## src/rtl/pll_lock_sequencer_pkg.sv

```systemverilog
// Shared types and widths for the PLL lock sequencer.
package pll_seq_pkg;

  // Sequencer states; the encoding is exported on O_state for debug.
  typedef enum logic [2:0] {
    RESET_PLL = 3'd0,
    WAIT_LOCK = 3'd1,
    STABLE    = 3'd2,
    RUN       = 3'd3,
    FAIL      = 3'd4
  } pll_state_t;

  localparam int LOSS_W  = 8;
  localparam int RETRY_W = 2;

  // Counter width for a terminal count of n; never narrower than one bit.
  function automatic int cnt_w(input int n);
    return (n > 1) ? $clog2(n) : 1;
  endfunction

endpackage

```

## src/rtl/pll_lock_sequencer_sync_2ff.sv

```systemverilog
// Two-flop synchroniser for asynchronous level inputs; resets to 0.
module sync_2ff #(
  parameter int WIDTH = 1
) (
  input  logic             clk,
  input  logic             rst_n,
  input  logic [WIDTH-1:0] d,
  output logic [WIDTH-1:0] q
);

  logic [WIDTH-1:0] meta;

  // First flop may go metastable; second flop gives it a cycle to settle.
  always_ff @(posedge clk or negedge rst_n) begin
    if (!rst_n) begin
      meta <= '0;
      q    <= '0;
    end else begin
      meta <= d;
      q    <= meta;
    end
  end

endmodule

```

## src/rtl/pll_lock_sequencer.sv

```systemverilog
// Brings the HDMI PLL from power-up to a qualified, stable lock, then
// releases the downstream reset. Retries on lock timeout, recovers on
// lock loss, and parks in FAIL after too many timed-out attempts.
module pll_lock_sequencer
  import pll_seq_pkg::*;
#(
  parameter int RST_PULSE_CYCLES    = 16,
  parameter int LOCK_TIMEOUT_CYCLES = 27000,
  parameter int STABLE_CYCLES       = 2700,
  parameter int MAX_RETRIES         = 3
) (
  input  logic               I_clk,
  input  logic               I_rst_n,
  input  logic               I_pll_lock,
  input  logic               I_restart,
  output logic               O_pll_reset,
  output logic               O_rst_n,
  output logic               O_locked,
  output logic               O_fail,
  output logic [RETRY_W-1:0] O_retry_cnt,
  output logic [LOSS_W-1:0]  O_loss_cnt,
  output logic [2:0]         O_state
);

  localparam int PW = cnt_w(RST_PULSE_CYCLES);
  localparam int TW = cnt_w(LOCK_TIMEOUT_CYCLES);
  localparam int SW = cnt_w(STABLE_CYCLES);

  localparam logic [PW-1:0]      PULSE_LAST = PW'(RST_PULSE_CYCLES - 1);
  localparam logic [TW-1:0]      TMO_LAST   = TW'(LOCK_TIMEOUT_CYCLES - 1);
  localparam logic [SW-1:0]      STAB_LAST  = SW'(STABLE_CYCLES - 1);
  localparam logic [RETRY_W-1:0] RETRY_MAX  = RETRY_W'(MAX_RETRIES);

  pll_state_t         state, state_nxt;
  logic [PW-1:0]      pulse_cnt, pulse_nxt;
  logic [TW-1:0]      tmo_cnt, tmo_nxt;
  logic [SW-1:0]      stab_cnt, stab_nxt;
  logic [RETRY_W-1:0] retry_nxt;
  logic [LOSS_W-1:0]  loss_nxt;
  logic               lock_s;
  logic               run_go;
  logic               tmo_hit;

  sync_2ff #(.WIDTH(1)) u_lock_sync (
    .clk   (I_clk),
    .rst_n (I_rst_n),
    .d     (I_pll_lock),
    .q     (lock_s)
  );

  // Qualification complete this cycle; beats a coincident timeout.
  assign run_go  = (state == STABLE) && lock_s && (stab_cnt == STAB_LAST);
  assign tmo_hit = (state == WAIT_LOCK || state == STABLE) && (tmo_cnt == TMO_LAST);

  assign O_state = state;

  // Next-state and next-counter decode; restart overrides everything except loss counting.
  always_comb begin
    state_nxt = state;
    pulse_nxt = pulse_cnt;
    tmo_nxt   = tmo_cnt;
    stab_nxt  = stab_cnt;
    retry_nxt = O_retry_cnt;
    loss_nxt  = O_loss_cnt;
    unique case (state)
      RESET_PLL: begin
        if (pulse_cnt == PULSE_LAST) begin
          state_nxt = WAIT_LOCK;
          pulse_nxt = '0;
          tmo_nxt   = '0;
        end else begin
          pulse_nxt = pulse_cnt + 1'b1;
        end
      end
      WAIT_LOCK, STABLE: begin
        // The timeout window spans both states and is only cleared on WAIT_LOCK entry.
        tmo_nxt = tmo_cnt + 1'b1;
        if (run_go) begin
          state_nxt = RUN;
          retry_nxt = '0;
        end else if (tmo_hit) begin
          retry_nxt = O_retry_cnt + 1'b1;
          if (retry_nxt == RETRY_MAX) begin
            state_nxt = FAIL;
          end else begin
            state_nxt = RESET_PLL;
            pulse_nxt = '0;
          end
        end else if (state == WAIT_LOCK) begin
          if (lock_s) begin
            state_nxt = STABLE;
            stab_nxt  = '0;
          end
        end else if (!lock_s) begin
          // Glitch: drop back and requalify from scratch on the next lock.
          state_nxt = WAIT_LOCK;
        end else begin
          stab_nxt = stab_cnt + 1'b1;
        end
      end
      RUN: begin
        if (!lock_s) begin
          state_nxt = RESET_PLL;
          pulse_nxt = '0;
          retry_nxt = '0;
          if (O_loss_cnt != '1) loss_nxt = O_loss_cnt + 1'b1;
        end
      end
      FAIL: begin
        state_nxt = FAIL;
      end
      default: begin
        state_nxt = RESET_PLL;
        pulse_nxt = '0;
      end
    endcase
    if (I_restart) begin
      state_nxt = RESET_PLL;
      pulse_nxt = '0;
      retry_nxt = '0;
    end
  end

  // State, counters and outputs; outputs decode next-state so they move with the state.
  always_ff @(posedge I_clk or negedge I_rst_n) begin
    if (!I_rst_n) begin
      state       <= RESET_PLL;
      pulse_cnt   <= '0;
      tmo_cnt     <= '0;
      stab_cnt    <= '0;
      O_retry_cnt <= '0;
      O_loss_cnt  <= '0;
      O_pll_reset <= 1'b1;
      O_rst_n     <= 1'b0;
      O_locked    <= 1'b0;
      O_fail      <= 1'b0;
    end else begin
      state       <= state_nxt;
      pulse_cnt   <= pulse_nxt;
      tmo_cnt     <= tmo_nxt;
      stab_cnt    <= stab_nxt;
      O_retry_cnt <= retry_nxt;
      O_loss_cnt  <= loss_nxt;
      O_pll_reset <= (state_nxt == RESET_PLL) || (state_nxt == FAIL);
      O_rst_n     <= (state_nxt == RUN);
      O_locked    <= (state_nxt == RUN);
      O_fail      <= (state_nxt == FAIL);
    end
  end

endmodule

```

## config.mk

```make
export PLATFORM = sky130hd
export DESIGN_NAME = pll_lock_sequencer
export DESIGN_NICKNAME = d
export VERILOG_FILES = /design/src/rtl/pll_lock_sequencer_pkg.sv /design/src/rtl/pll_lock_sequencer_sync_2ff.sv /design/src/rtl/pll_lock_sequencer.sv
export SDC_FILE = /design/constraint.sdc
export NUM_CORES = 1
export LEC_CHECK = 0
export CAP_MARGIN = 30
export CELL_PAD_IN_SITES_DETAIL_PLACEMENT = 1
export CELL_PAD_IN_SITES_GLOBAL_PLACEMENT = 1
export CORE_ASPECT_RATIO = 1.75
export CORE_UTILIZATION = 49
export DETAILED_ROUTE_END_ITERATION = 8
export GPL_ROUTABILITY_DRIVEN = 0
export PLACE_DENSITY_LB_ADDON = 0.1
export SYNTH_ARGS = -nofsm -noshare
export SYNTH_HDL_FRONTEND = slang
export SYNTH_SLANG_ARGS = --single-unit
```

## constraint.sdc

```tcl
create_clock -name I_clk -period 3.2 [get_ports I_clk]
set_input_delay 0.48 -clock I_clk [delete_from_list [all_inputs] [get_ports I_clk]]
set_output_delay 0.48 -clock I_clk [all_outputs]
set_load 0.05 [all_outputs]
```

# Word-level counts from Yosys, hierarchy flattened

Index checks and enable logic that the tools add are counted.

Bits in registers: 49
Output and inout bits: 17

Add/subtract/negate cells: 5
Equality and inequality tests: 18
Muxes and demuxes: 27
Bitwise operators: 3
Reductions and logical operators: 15

Operators by type and width:

| operator                                             | count |
|---|---|
| 2-to-1 mux 12 bit                                    | 3 |
| case mux 15 bit (2 select lines)                     | 1 |
| 2-to-1 mux 3 bit                                     | 9 |
| 2-to-1 mux 4 bit                                     | 6 |
| case mux 4 bit (4 select lines)                      | 1 |
| adder 15 x 1 -> 15 bit (second input constant)       | 1 |
| equality test 15 bit (second input constant)         | 1 |
| 2-to-1 mux 15 bit                                    | 1 |
| adder 12 x 1 -> 12 bit (second input constant)       | 1 |
| equality test 12 bit (second input constant)         | 1 |
| inequality test 3 bit (second input constant)        | 4 |
| case mux 3 bit (4 select lines)                      | 1 |
| equality test 3 x 2 -> 1 bit (second input constant) | 3 |
| adder 8 x 1 -> 8 bit (second input constant)         | 1 |
| 2-to-1 mux 2 bit                                     | 4 |
| inequality test 8 bit (second input constant)        | 1 |
| equality test 3 bit (second input constant)          | 2 |
| logical NOT 3 bit                                    | 2 |
| AND reduction 3 bit                                  | 2 |
| AND reduction 5 bit                                  | 1 |
| adder 4 x 1 -> 4 bit (second input constant)         | 1 |
| equality test 4 bit (second input constant)          | 1 |
| inequality test 2 bit (second input constant)        | 2 |
| inequality test 4 bit (second input constant)        | 1 |
| 12 further kinds                                     | 17 |

# Longest topological paths before layout

Depth in word-level cells: 9
Depth in mapped cells: 8
Mapped depth without buffers: 6

# Modules after synthesis

Synthesis repeated with hierarchy kept, for this count alone.

Cells, all modules: 266
Area, all modules: 2603.7 sq um

Modules (own cells, without submodules):

| module             | instances | cells each | area each (sq um) |
|---|---|---|---|
| pll_lock_sequencer | 1         | 264        | 2553.7 |
| sync_2ff           | 1         | 2          | 50.0 |

# Worst setup path after synthesis

OpenSTA, ideal clock, no wires.

Path kind: register to register
Start point: reg state[0] (netlist: O_state[0])
End point: reg stab_cnt[10]
Arrival: 2.098 ns
Required time: 3.071 ns
Path slack: 0.973 ns
Cell stages (with the launch flop): 8
Buffers on the path: 2
Period minus slack after synthesis: 2.227 ns
Path through: dfrtp_1 > buf_2 > inv_2 > o2111a_1 > or4b_4 > buf_6 > o21ai_1 > o41ai_2

Longest elaborated chain between the ends: 5
Elaborated cells on any way between the ends: 11

Ends and longest elaborated chain:

| item                                                                         | line                                               | RTL |
|---|---|---|
| from (decl)                                                                  | pll_lock_sequencer.sv:34                           | `pll_state_t state, state_nxt;` |
| from (signal assigned)                                                       | pll_lock_sequencer.sv:138                          | `state <= state_nxt;` |
| equality test 3 x 1 -> 1 bit or equality test 3 x 2 -> 1 bit (tied branches) | n/a                                                |  |
| logical OR 1 bit or logical AND 1 bit (tied branches)                        | pll_lock_sequencer.sv:53, pll_lock_sequencer.sv:52 |  |
| logical AND 1 bit, on equally long branches                                  | pll_lock_sequencer.sv:53, pll_lock_sequencer.sv:52 |  |
| inverter 1 bit (no source line)                                              | n/a                                                |  |
| AND reduction 4 bit (no source line)                                         | n/a                                                |  |
| to (signal assigned)                                                         | pll_lock_sequencer.sv:141                          | `stab_cnt <= stab_nxt;` |
| to (decl)                                                                    | pll_lock_sequencer.sv:37                           | `logic [SW-1:0] stab_cnt, stab_nxt;` |

Parallel ways exist; a longest one is shown, timed or not.
A chain may end at the register's enable or synchronous reset.

# Worst setup path in the final report

Start point: reg state[1] (netlist: O_state[1])
End point: reg stab_cnt[6]

Same word-level chain as after synthesis.

==> metrics.txt <==
setup_tns=0 ps; met3 Resource Use GR=2.99%; ys flop type=dfrtp_1; Filler cells=just under 600; Clock Tree Buf Depth=2; pre-CTS setup slack=832 ps; CP Class=flip-flop to flip-flop; Sequential Power Share=53.2%; sw frac=20.4%; Clock Sink Count=49; syn_area_per_cell=~10 um^2; Final nets=roughly 300; # rows=35; Final HPWL DP=4.85 mm; TritonCTS Buffers=5; met2 usage=49.1%; number of global-route vias before repair=2271; logic gate share of total power=2.9%; count of flip-flops with a built-in enable after synthesis=0; mapped cell area=2650 um^2; Final Max Tran Viols=0; Via density=approximately 6.3; CTS Root Cell=clkbuf_8; CTS tree=built; met1 Usage GRT=27.4%; largest net degree at the start of global routing=39; TritonRoute pass-1 iters=6; Worst Skew=approximately 2.7 ps; worst skew pair latency=approximately 300 ps; Synth area leaders=dfrtp_1 (45%), nor2_1 (3.8%), nand2_1 (3.5%); initial antenna violation count=0; Post-Place Cell Area=2870 um^2; clock share of power=43.9%; clock-pin slew on the worst setup and hold paths=about 90 ps; Crit Path Max Fanout=17; hold slack final=roughly 43 ps; Initial Utilization=about half; number of routed nets with antenna violations=0; DR vias=2166; largest area contributor in the netlist=dfrtp_1; final worst path period share=74.7%; Slew @ Worst Pin=721 ps; die area=5730 um^2; H-Tree Depth=2; Peak supply drop=0.000395 V; Final Routed Wirelength=approximately 6.7 mm; Setup violations, final=0; residual DRC count=2; final worst slack=811 ps; RSZ-0062 raised after global routing=no; io pins=21; Crit path arrival time=about 2600 ps; P_leak=1.28 nW; gr usage total=25.7%; max_cap viols=0; Starting DRT DRC Count=63; GR peak layer=met2; post-synth cell types=57; Area growth syn-to-layout=13.0%; Worst Setup End Kind=flip-flop; syn_nets=281; Core ar.=5260 um^2; first-pass GRT wire length=11.2 mm; top-count cell post-synth=dfrtp_1; Worst setup SP type=flip-flop; HP Class=input pin to async pin; PwrDens=just under 400 nW/um^2; Seq/Total Area, Yosys=between 40% and 50%; Final Hold Viols=0; Sw Pwr=0.244 mW; die width=57.6 um; Yosys reg bits=a little under 50; async set-or-reset flop fraction in the synthesized netlist=100%; Die Span Y=roughly 100 um; post-CTS setup buffers=0; share of the synthesized area in the top cell type=45.3%; share of layout cells above drive strength 1=10.0%; hold buffers post-CTS=0; IO Port Bufs=20; Yosys warnings=0; cell area after layout=3000 um^2; Worst EP required=3450 ps; number of cells upsized or downsized after cts=0; FMAX=roughly 420 MHz; wire per inst=19.5 um; Synth Instances=272; slew margin rel.=51.2%; min Tclk post-route=2390 ps; status=finished, violations left; top cells by count, synth=dfrtp_1 (48), nor2_1 (27), nand2_1 (25); gr ovfl total=0; failing checks=DRC; Internal Dissipation=0.948 mW; ANT cells=0
## layout by cell type, fill, tap and decap left out, drive strengths merged, types with 3 or more instances in the layout
cell type	instances
a2111oi	4
a21oi	10
dfrtp	48
xor2	9
clkdlybuf4s50	19
ha	5
clkbuf	5
buf	4
o21ai	18
xnor2	10
o31ai	6
nand2	25
nand2b	3
a31oi	3
and2	5
nor3	6
inv	5
o211ai	3
nand4	10
and3	9
nor2	27
nand3	15
## power groups by stage
stage,logic (mW),registers [mW],clock network (mW)
3_5_place_dp,0.0355,0.646,0
2_1_floorplan,0.0157,0.643,0
6_report,0.0344,0.634,0.524
3_3_place_gp,0.0318,0.646,0
4_1_cts,0.0358,0.634,0.533
5_1_grt,0.0402,0.635,0.556
## state kept, by name, summed over array words and instances (netlist names)
register,count
O_fail,1
O_loss_cnt,8
O_retry_cnt,2
tmo_cnt,15
O_pll_reset,1
u_lock_sync.q,1
stab_cnt,12
O_state,3
pulse_cnt,4
u_lock_sync.meta,1
O_locked,1
## per-layer routing
layer	part of all wire, %	wire, um
met3	2.3	155
met1	37	2510
met4	3.1	205
met2	57	3840
met5	0	0
## through the flow
stage / total power, mW / utilization, % / cells
5_1_grt: 1.23 / 57.1 / 344
3_5_place_dp: 0.681 / 54.5 / 336
6_report: 1.19 / 57.1 / 344
2_1_floorplan: 0.659 / - / 272
3_3_place_gp: 0.677 / 54.1 / 335
4_1_cts: 1.20 / 57.1 / 344
## final timing paths
check / cells after the start / slack [ps] / end / start
worst min-delay path: 1 / 40 / pulse_cnt[3] / I_rst_n
worst max-delay path: 5 / 810 / stab_cnt[6] / O_state[1]
worst min register to register: 0 / 370 / u_lock_sync.q / u_lock_sync.meta
worst max register to register: 5 / 810 / stab_cnt[6] / O_state[1]
max in group asynchronous: 2 / 2590 / O_pll_reset / I_rst_n
min in group I_clk: 0 / 370 / u_lock_sync.q / u_lock_sync.meta
## critical path, stage by stage, from the launching register on
cell	delay, ps
dfrtp_1	580
xor2_1	220
nand2b_1	340
or4_4	730
or3b_1	400
nand2_1	60
## cell type report
cell class	instances	area, um^2	share of cell area (%)
clock inverter	3	65.1	2.17
inverter	5	18.8	0.626
clock buffer	5	68.8	2.29
sequential	49	1230	40.9
tap	55	68.8	2.29
multi-input combinational	204	1320	44.0
timing repair buffer	23	230	7.68
## kinds of logic (layout without fill, tap and decap cells)
group / count (synthesis) / in the layout / share of synthesized area, %
multiplexers: 2 / 2 / 0.849
buffers and inverters: 19 / 36 / 4.01
AND/OR/NAND/NOR: 122 / 122 / 25.1
XOR/XNOR: 19 / 19 / 6.27
adder cells (fa/ha/maj): 5 / 5 / 2.36
flip-flops: 49 / 49 / 46.3
AO/OA/AOI/OAI: 56 / 56 / 15.2
Note: power is estimated with default switching activity, not from simulation.
